**src/rtl/multi_mode_ff_reg.sv**
```systemverilog
// Bank of WIDTH independent flip-flops selectable as SR, JK, D or T per cycle,
// with illegal SR-event detection (pulse, sticky flag, saturating counter).
module multi_mode_ff_reg #(
    parameter int               WIDTH     = 4,
    parameter logic [WIDTH-1:0] RESET_VAL = {WIDTH{1'b0}},
    parameter int               SR_BOTH   = 0,
    parameter int               CNT_W     = 8
) (
    input  logic             clk,
    input  logic             rst,
    input  logic             en,
    input  logic [1:0]       mode,
    input  logic [WIDTH-1:0] a,
    input  logic [WIDTH-1:0] b,
    input  logic             clr_err,
    output logic [WIDTH-1:0] q,
    output logic [WIDTH-1:0] qb,
    output logic             err_pulse,
    output logic             err,
    output logic [CNT_W-1:0] err_cnt
);

    localparam logic [1:0] MODE_SR = 2'b00;
    localparam logic [1:0] MODE_JK = 2'b01;
    localparam logic [1:0] MODE_D  = 2'b10;
    localparam logic [1:0] MODE_T  = 2'b11;

    localparam logic [1:0] SRB_HOLD = 2'd0;
    localparam logic [1:0] SRB_SET  = 2'd1;
    localparam logic [1:0] SRB_CLR  = 2'd2;

    // Out-of-range SR_BOTH values collapse to hold.
    localparam logic [1:0] SR_BOTH_EFF = (SR_BOTH == 1) ? SRB_SET :
                                         (SR_BOTH == 2) ? SRB_CLR : SRB_HOLD;

    localparam logic [CNT_W-1:0] CNT_MAX  = {CNT_W{1'b1}};
    localparam logic [CNT_W-1:0] CNT_ZERO = {CNT_W{1'b0}};
    localparam logic [CNT_W-1:0] CNT_ONE  = CNT_W'(1'b1);

    function automatic logic next_bit(
        input logic [1:0] m,
        input logic       cur,
        input logic       ai,
        input logic       bi
    );
        logic nxt;
        nxt = cur;
        case (m)
            MODE_SR: begin
                case ({ai, bi})
                    2'b10:   nxt = 1'b1;
                    2'b01:   nxt = 1'b0;
                    2'b11: begin
                        case (SR_BOTH_EFF)
                            SRB_SET: nxt = 1'b1;
                            SRB_CLR: nxt = 1'b0;
                            default: nxt = cur;
                        endcase
                    end
                    default: nxt = cur;
                endcase
            end
            MODE_JK: begin
                case ({ai, bi})
                    2'b10:   nxt = 1'b1;
                    2'b01:   nxt = 1'b0;
                    2'b11:   nxt = ~cur;
                    default: nxt = cur;
                endcase
            end
            MODE_D:  nxt = ai;
            MODE_T:  nxt = ai ? ~cur : cur;
            default: nxt = cur;
        endcase
        return nxt;
    endfunction

    logic [WIDTH-1:0] q_r;
    logic [WIDTH-1:0] qb_r;
    logic             err_pulse_r;
    logic             err_r;
    logic [CNT_W-1:0] err_cnt_r;

    logic [WIDTH-1:0] q_mode_s;
    logic [WIDTH-1:0] q_next_s;
    logic             illegal_s;
    logic [CNT_W-1:0] cnt_base_s;
    logic [CNT_W-1:0] cnt_next_s;
    logic             err_next_s;

    // Per-bit next state for the mode presented on this edge.
    always_comb begin
        q_mode_s = q_r;
        for (int i = 0; i < WIDTH; i++) begin
            q_mode_s[i] = next_bit(mode, q_r[i], a[i], b[i]);
        end
        if (en) begin
            q_next_s = q_mode_s;
        end else begin
            q_next_s = q_r;
        end
    end

    // Illegal-event detection and error bookkeeping: clear is applied before counting.
    always_comb begin
        illegal_s = en & (mode == MODE_SR) & (|(a & b));
        if (clr_err) begin
            cnt_base_s = CNT_ZERO;
        end else begin
            cnt_base_s = err_cnt_r;
        end
        if (illegal_s) begin
            err_next_s = 1'b1;
            if (cnt_base_s == CNT_MAX) begin
                cnt_next_s = cnt_base_s;
            end else begin
                cnt_next_s = cnt_base_s + CNT_ONE;
            end
        end else begin
            err_next_s = clr_err ? 1'b0 : err_r;
            cnt_next_s = cnt_base_s;
        end
    end

    // State registers; qb is registered alongside q so it is never a cycle behind.
    always_ff @(posedge clk) begin
        if (rst) begin
            q_r         <= RESET_VAL;
            qb_r        <= ~RESET_VAL;
            err_pulse_r <= 1'b0;
            err_r       <= 1'b0;
            err_cnt_r   <= CNT_ZERO;
        end else begin
            q_r         <= q_next_s;
            qb_r        <= ~q_next_s;
            err_pulse_r <= illegal_s;
            err_r       <= err_next_s;
            err_cnt_r   <= cnt_next_s;
        end
    end

    assign q         = q_r;
    assign qb        = qb_r;
    assign err_pulse = err_pulse_r;
    assign err       = err_r;
    assign err_cnt   = err_cnt_r;

endmodule

```
**config.mk**
```make
export PLATFORM = sky130hd
export DESIGN_NAME = multi_mode_ff_reg
export DESIGN_NICKNAME = d
export VERILOG_FILES = /design/src/rtl/multi_mode_ff_reg.sv
export SDC_FILE = /design/constraint.sdc
export NUM_CORES = 1
export LEC_CHECK = 0
export BUFFER_PORTS_ARGS = -buffer_cell sky130_fd_sc_hd__clkbuf_2
export CAP_MARGIN = 25
export CORE_AREA = 2 2 53 55
export CTS_CLUSTER_SIZE = 8
export DETAILED_ROUTE_END_ITERATION = 16
export DIE_AREA = 0 0 55 57
export PLACE_DENSITY = 0.73
export SYNTH_ARGS = -nofsm -noshare
export SYNTH_HDL_FRONTEND = slang
export SYNTH_SLANG_ARGS = --single-unit
```
**constraint.sdc**
```tcl
create_clock -name clk -period 2 [get_ports clk]
set_clock_uncertainty 0.05 [all_clocks]
set_input_delay 0.5 -clock clk [delete_from_list [all_inputs] [get_ports clk]]
set_output_delay 0.5 -clock clk [all_outputs]
set_load 0.005 [all_outputs]
```
## Word level (Yosys, flattened, before mapping)

Index checks and enable logic that the tools add are counted.

- Logic and storage cells: 55
- Latch bits: 0
- Memory bits (read-only): 0
- Output and inout port bits: 18
- Memories kept: 0
- RAM bits: 0
- Bits in registers: 18

- Div/mod/pow operators: 0
- Order comparisons: 0
- Bitwise operators: 8
- Muxes and demuxes: 22
- Add/subtract/negate cells: 1
- Reductions and logical operators: 3
- Multipliers: 0
- Eq/ne operators: 16
- Shifts and indexed selects: 0

Operators with widths:

| operator | count |
|---|---|
| $mux 8 | 3 |
| $eq 2x2->1 const B | 10 |
| $pmux 1 s4 | 4 |
| $pmux 1 s3 | 4 |
| $eq 2x1->1 const B | 5 |
| $add 8x1->8 const B | 1 |
| $eq 8x8->1 const B | 1 |
| $pmux 1 s2 | 4 |
| $mux 1 | 6 |
| $and 4x4->4 | 1 |
| $mux 4 | 1 |
| $not 1->1 | 4 |
| $not 4->4 | 1 |
| $reduce_or 4->1 | 1 |
| $and 1x1->1 | 2 |
| $logic_not 2->1 | 1 |
| $reduce_bool 2->1 | 1 |

## Depth between registers and ports, before layout

- Depth in word-level cells: 5
- Depth in mapped cells: 6
- Depth with buffers taken out: 6

## Worst setup path after synthesis

Ideal clock, no wire load.

- Kind: input to register
- From: input a[0]
- To: register err_cnt_r[1], in the netlist err_cnt[1]
- Cell stages on the path: 5
- Required time: 1.823 ns
- Buffers on the path: 0
- Data arrival time: 1.759 ns
- Setup slack: 0.064 ns
- Library setup time: 0.127 ns
- Cells stage by stage: ha_1 > or4_1 > nand4_1 > nor4_1 > or3_1

- Longest elaborated chain between the ends: 4

RTL lines:

| element | RTL line | RTL |
|---|---|---|
| start: declaration | 13 | `input logic [WIDTH-1:0] a,` |
| $and 4x4->4 | 106 | `illegal_s = en & (mode == MODE_SR) & (\|(a & b));` |
| $reduce_or 4->1 | 106 |  |
| $and 1x1->1 | 106 |  |
| $mux 8 | 112 | `if (illegal_s) begin` |
| end signal: assignment | 138 | `err_cnt_r <= cnt_next_s;` |
| end: declaration | 82 | `logic [CNT_W-1:0] err_cnt_r;` |

No other way between the ends.
A chain may end at the register's enable or synchronous reset.

## Worst setup path in the final report

Same ends and word-level chain as after synthesis.

==> metrics.md <==
| Metric | Value |
|---|---|
| Clock Tree Root | clkbuf_4 |
| Syn nets | 154 |
| Minimum clock period | around 1.8 ns |
| Warnings, synthesis | 0 |
| Layout cells sized above 1 | 0.335 |
| Hold Buf Count CTS | 0 |
| Initial Util | 0.419 |
| Reg-to-reg startpoint | err_cnt[1]$_SDFF_PP0_ |
| Worst-case reg-to-reg path depth | 4 |
| Most frequent cells in the layout | 31 x clkbuf_2, 21 x nand2_1, 18 x dfxtp_1, 16 x buf_4, 9 x nor2_1 |
| Crit share post-route | 0.914 |
| Drt drc | 0 |
| Slew Viols, Final | 0 |
| Synth Area in Adders | 0.0913 |
| Hold slack | about 0.43 ns |
| Setup ws final | ~0.17 ns |
| Initial antenna violation count | 0 |
| Post-DRT Antenna Nets | 0 |
| Cells after synthesis | between 100 and 150 |
| Setup TNS | 0 ns |
| Crit-path max FO | 3 |
| N_diodes | 0 |
| Post-synth ARST share | 0 |
| Distinct cells, synth | 37 |
| R2R Path End | err_cnt[6]$_SDFF_PP0_ |
| Crit Path Category | input pin to flip-flop |
| Initial DRC Count | 24 |
| Per-cell routed wire length | 13.1 µm |
| Comb pwr share | 0.215 |
| Layout Nets | 200 |
| Clock tree sinks | 18 |
| Die ar. | around 3100 µm² |
| Vias in the first global route | ~1000 |
| Htree depth | 1 |
| Pint | 520 µW |
| GPL Wtd Cong | 0.765 |
| Simple-gate portion of the synthesized area | 0.320 |
| Fmax | approximately 550 MHz |
| Syn_area_per_cell | ~8.3 µm² |
| Mux cell area share after synthesis | 0 |
| Layout area overhead | 27.7% |
| TritonCTS buffer count | 3 |
| IR drop worst, VDD | between 0.0003 and 0.0004 V |
| Sequential share of power | 0.541 |
| Clock buffer depth | 2 |
| CP Launch Type | input pin |
| Final wirelength | around 2.7 mm |
| # port buffers | 31 |
| Worst-margin pin slew | between 0.4 and 0.5 ns |
| Largest net degree at the start of global routing | 21 |
| Site row count | 19 |
| Hold Path Class | flip-flop to flip-flop |
| Cell area after synthesis | 1100 µm² |
| Core area | approximately 2600 µm² |
| Outcome | completed |
| Most common cell after layout, fill and taps aside | clkbuf_2 |
| Clock-pin slew on the worst setup and hold paths | 0.10 ns |
| Slew margin rel. | 0.725 |
| TritonCTS clock tree | built |
| Worst skew pair latency | between 0.2 and 0.3 ns |
| Utilization after layout | 0.535 |
| Total grt overflow | 0 |
| Total of max-cap violations | 0 |
| Synth Area in XOR/XNOR | 0 |
| Sequential area share after synthesis | 0.329 |
| EDFF count, synth | 0 |
| Fin. Hold Viols | 0 |
| First-pass GRT wire length | around 4.4 mm |
| Detailed-router iteration count before antenna repair | 4 |
| Synth Flop Type | dfxtp_1 |
| Post-CTS Setup Bufs | 0 |
| Io pins | 32 |
| Reg2reg setup slack | between 0.4 and 0.5 ns |
| #FFs+latches synth | 18 |
| Vert. Die Dim | approximately 57 µm |
| Resize count post-CTS | 0 |
| Final setup viols | 0 |
| Largest family of logic cells by synthesized area | simple AND/OR/NAND/NOR gates |
| Type of element capturing the critical path | flip-flop |
| Placement Setup Slack | -0.135 ns |
| Pwr per Cell Area | ~500 nW/µm² |
| Pleak | between 0.6 and 0.7 nW |
| Switch share | 0.272 |
| DR vias/cell | 5.58 |
| Die Wd | roughly 55 µm |
| Routed via count | 1155 |
| Min-delay src | err$_SDFFE_PP0P_ |
| NetSw | 194 µW |
| RSZ-0062 raised after global routing | no |
| Hold path cells | 2 |
| Clock power share | 0.244 |
| Detailed Place HPWL | around 2.1 mm |
| Filler cells | between 200 and 300 |
| WP data arrival | a little under 2 ns |
| Synth Area in Compound Gates | 0.210 |
| Required time of the critical path | about 2.1 ns |
| Hold endpoint | err$_SDFFE_PP0P_ |
| Total track usage | 0.185 |
## sequential cells by signal (all words and copies together), names as in the netlist
name	cells
err_pulse	1
q	4
err	1
err_cnt	8
qb	4
## logic make-up (layout without fill, tap and decap cells)
kind of cell | count (synthesis) | count (layout)
AOI/OAI and AO/OA | 34 | 34
adders and majority gates | 8 | 8
buffers and inverters | 12 | 56
DFF | 18 | 18
and+or+nand+nor | 60 | 60
## worst max-delay path, cell delays in order
cell and delay (ns):
clkbuf_2 0.09, ha_1 0.21, or4_1 0.55, nand4_1 0.17
nor4_1 0.07, or3_1 0.37
## routing by layer
| metal | track usage | vias up | routed length [µm] |
|---|---|---|---|
| met5 | 0 | - | 0 |
| met4 | 0.0523 | 0 | 10 |
| met3 | 0.0445 | 2 | 134 |
| met2 | 0.325 | 28 | 1370 |
| met1 | 0.218 | 551 | 1190 |
| li1 | - | 574 | - |
## final cells by class
class                   instances  area, µm²  share of cell area
flip-flops and latches         18        360               0.257
inverters                       6       22.5              0.0161
clock buffers                   3       22.5              0.0161
repair buffers                 47        275               0.197
well taps                      31       38.8              0.0277
multi-input cells             102        681               0.486
## cells in the mapped netlist, drive strengths merged, types with 3 or more instances
master   n  share of area
dfxtp   18           0.33
o21ai    6          0.027
nor2     9          0.031
a31o     5          0.040
o22ai    4          0.023
nand3    3          0.014
a31oi    6          0.034
a22oi    4          0.027
nor4     5          0.048
nor3b    7          0.053
clkbuf   3          0.010
buf      3          0.019
inv      6          0.021
nand2   21          0.072
ha       8          0.091
a21oi    4          0.018
## power by group through the flow
| stage | registers [mW] | logic, mW | clock network (mW) |
|---|---|---|---|
| 2_1_floorplan | 0.394 | 0.0801 | 0 |
| 3_3_place_gp | 0.393 | 0.146 | 0 |
| 3_5_place_dp | 0.394 | 0.154 | 0 |
| 4_1_cts | 0.386 | 0.155 | 0.181 |
| 5_1_grt | 0.388 | 0.171 | 0.201 |
| 6_report | 0.386 | 0.154 | 0.174 |
## how the worst max path moves through the flow
stage          start                    end  slack [ns]  cells past startpoint
2_1_floorplan   a[0]  err_cnt[1]$_SDFF_PP0_        0.06                      5
3_3_place_gp    a[0]  err_cnt[1]$_SDFF_PP0_       -0.07                      6
3_5_place_dp    a[0]  err_cnt[1]$_SDFF_PP0_       -0.13                      6
4_1_cts         a[0]  err_cnt[1]$_SDFF_PP0_        0.18                      6
5_1_grt         a[0]  err_cnt[1]$_SDFF_PP0_         0.1                      6
6_report        a[0]  err_cnt[1]$_SDFF_PP0_        0.17                      6
## per-stage QoR
| step | instances | total power [mW] | cell area (µm²) |
|---|---|---|---|
| after detailed placement | 204 | 0.548 | 1380 |
| after global routing | 207 | 0.760 | 1400 |
| after floorplan | 132 | 0.474 | 1100 |
| final | 207 | 0.714 | 1400 |
| after global placement | 204 | 0.539 | 1380 |
| after CTS | 207 | 0.721 | 1400 |
No activity file was read; power rests on OpenSTA's default activity.
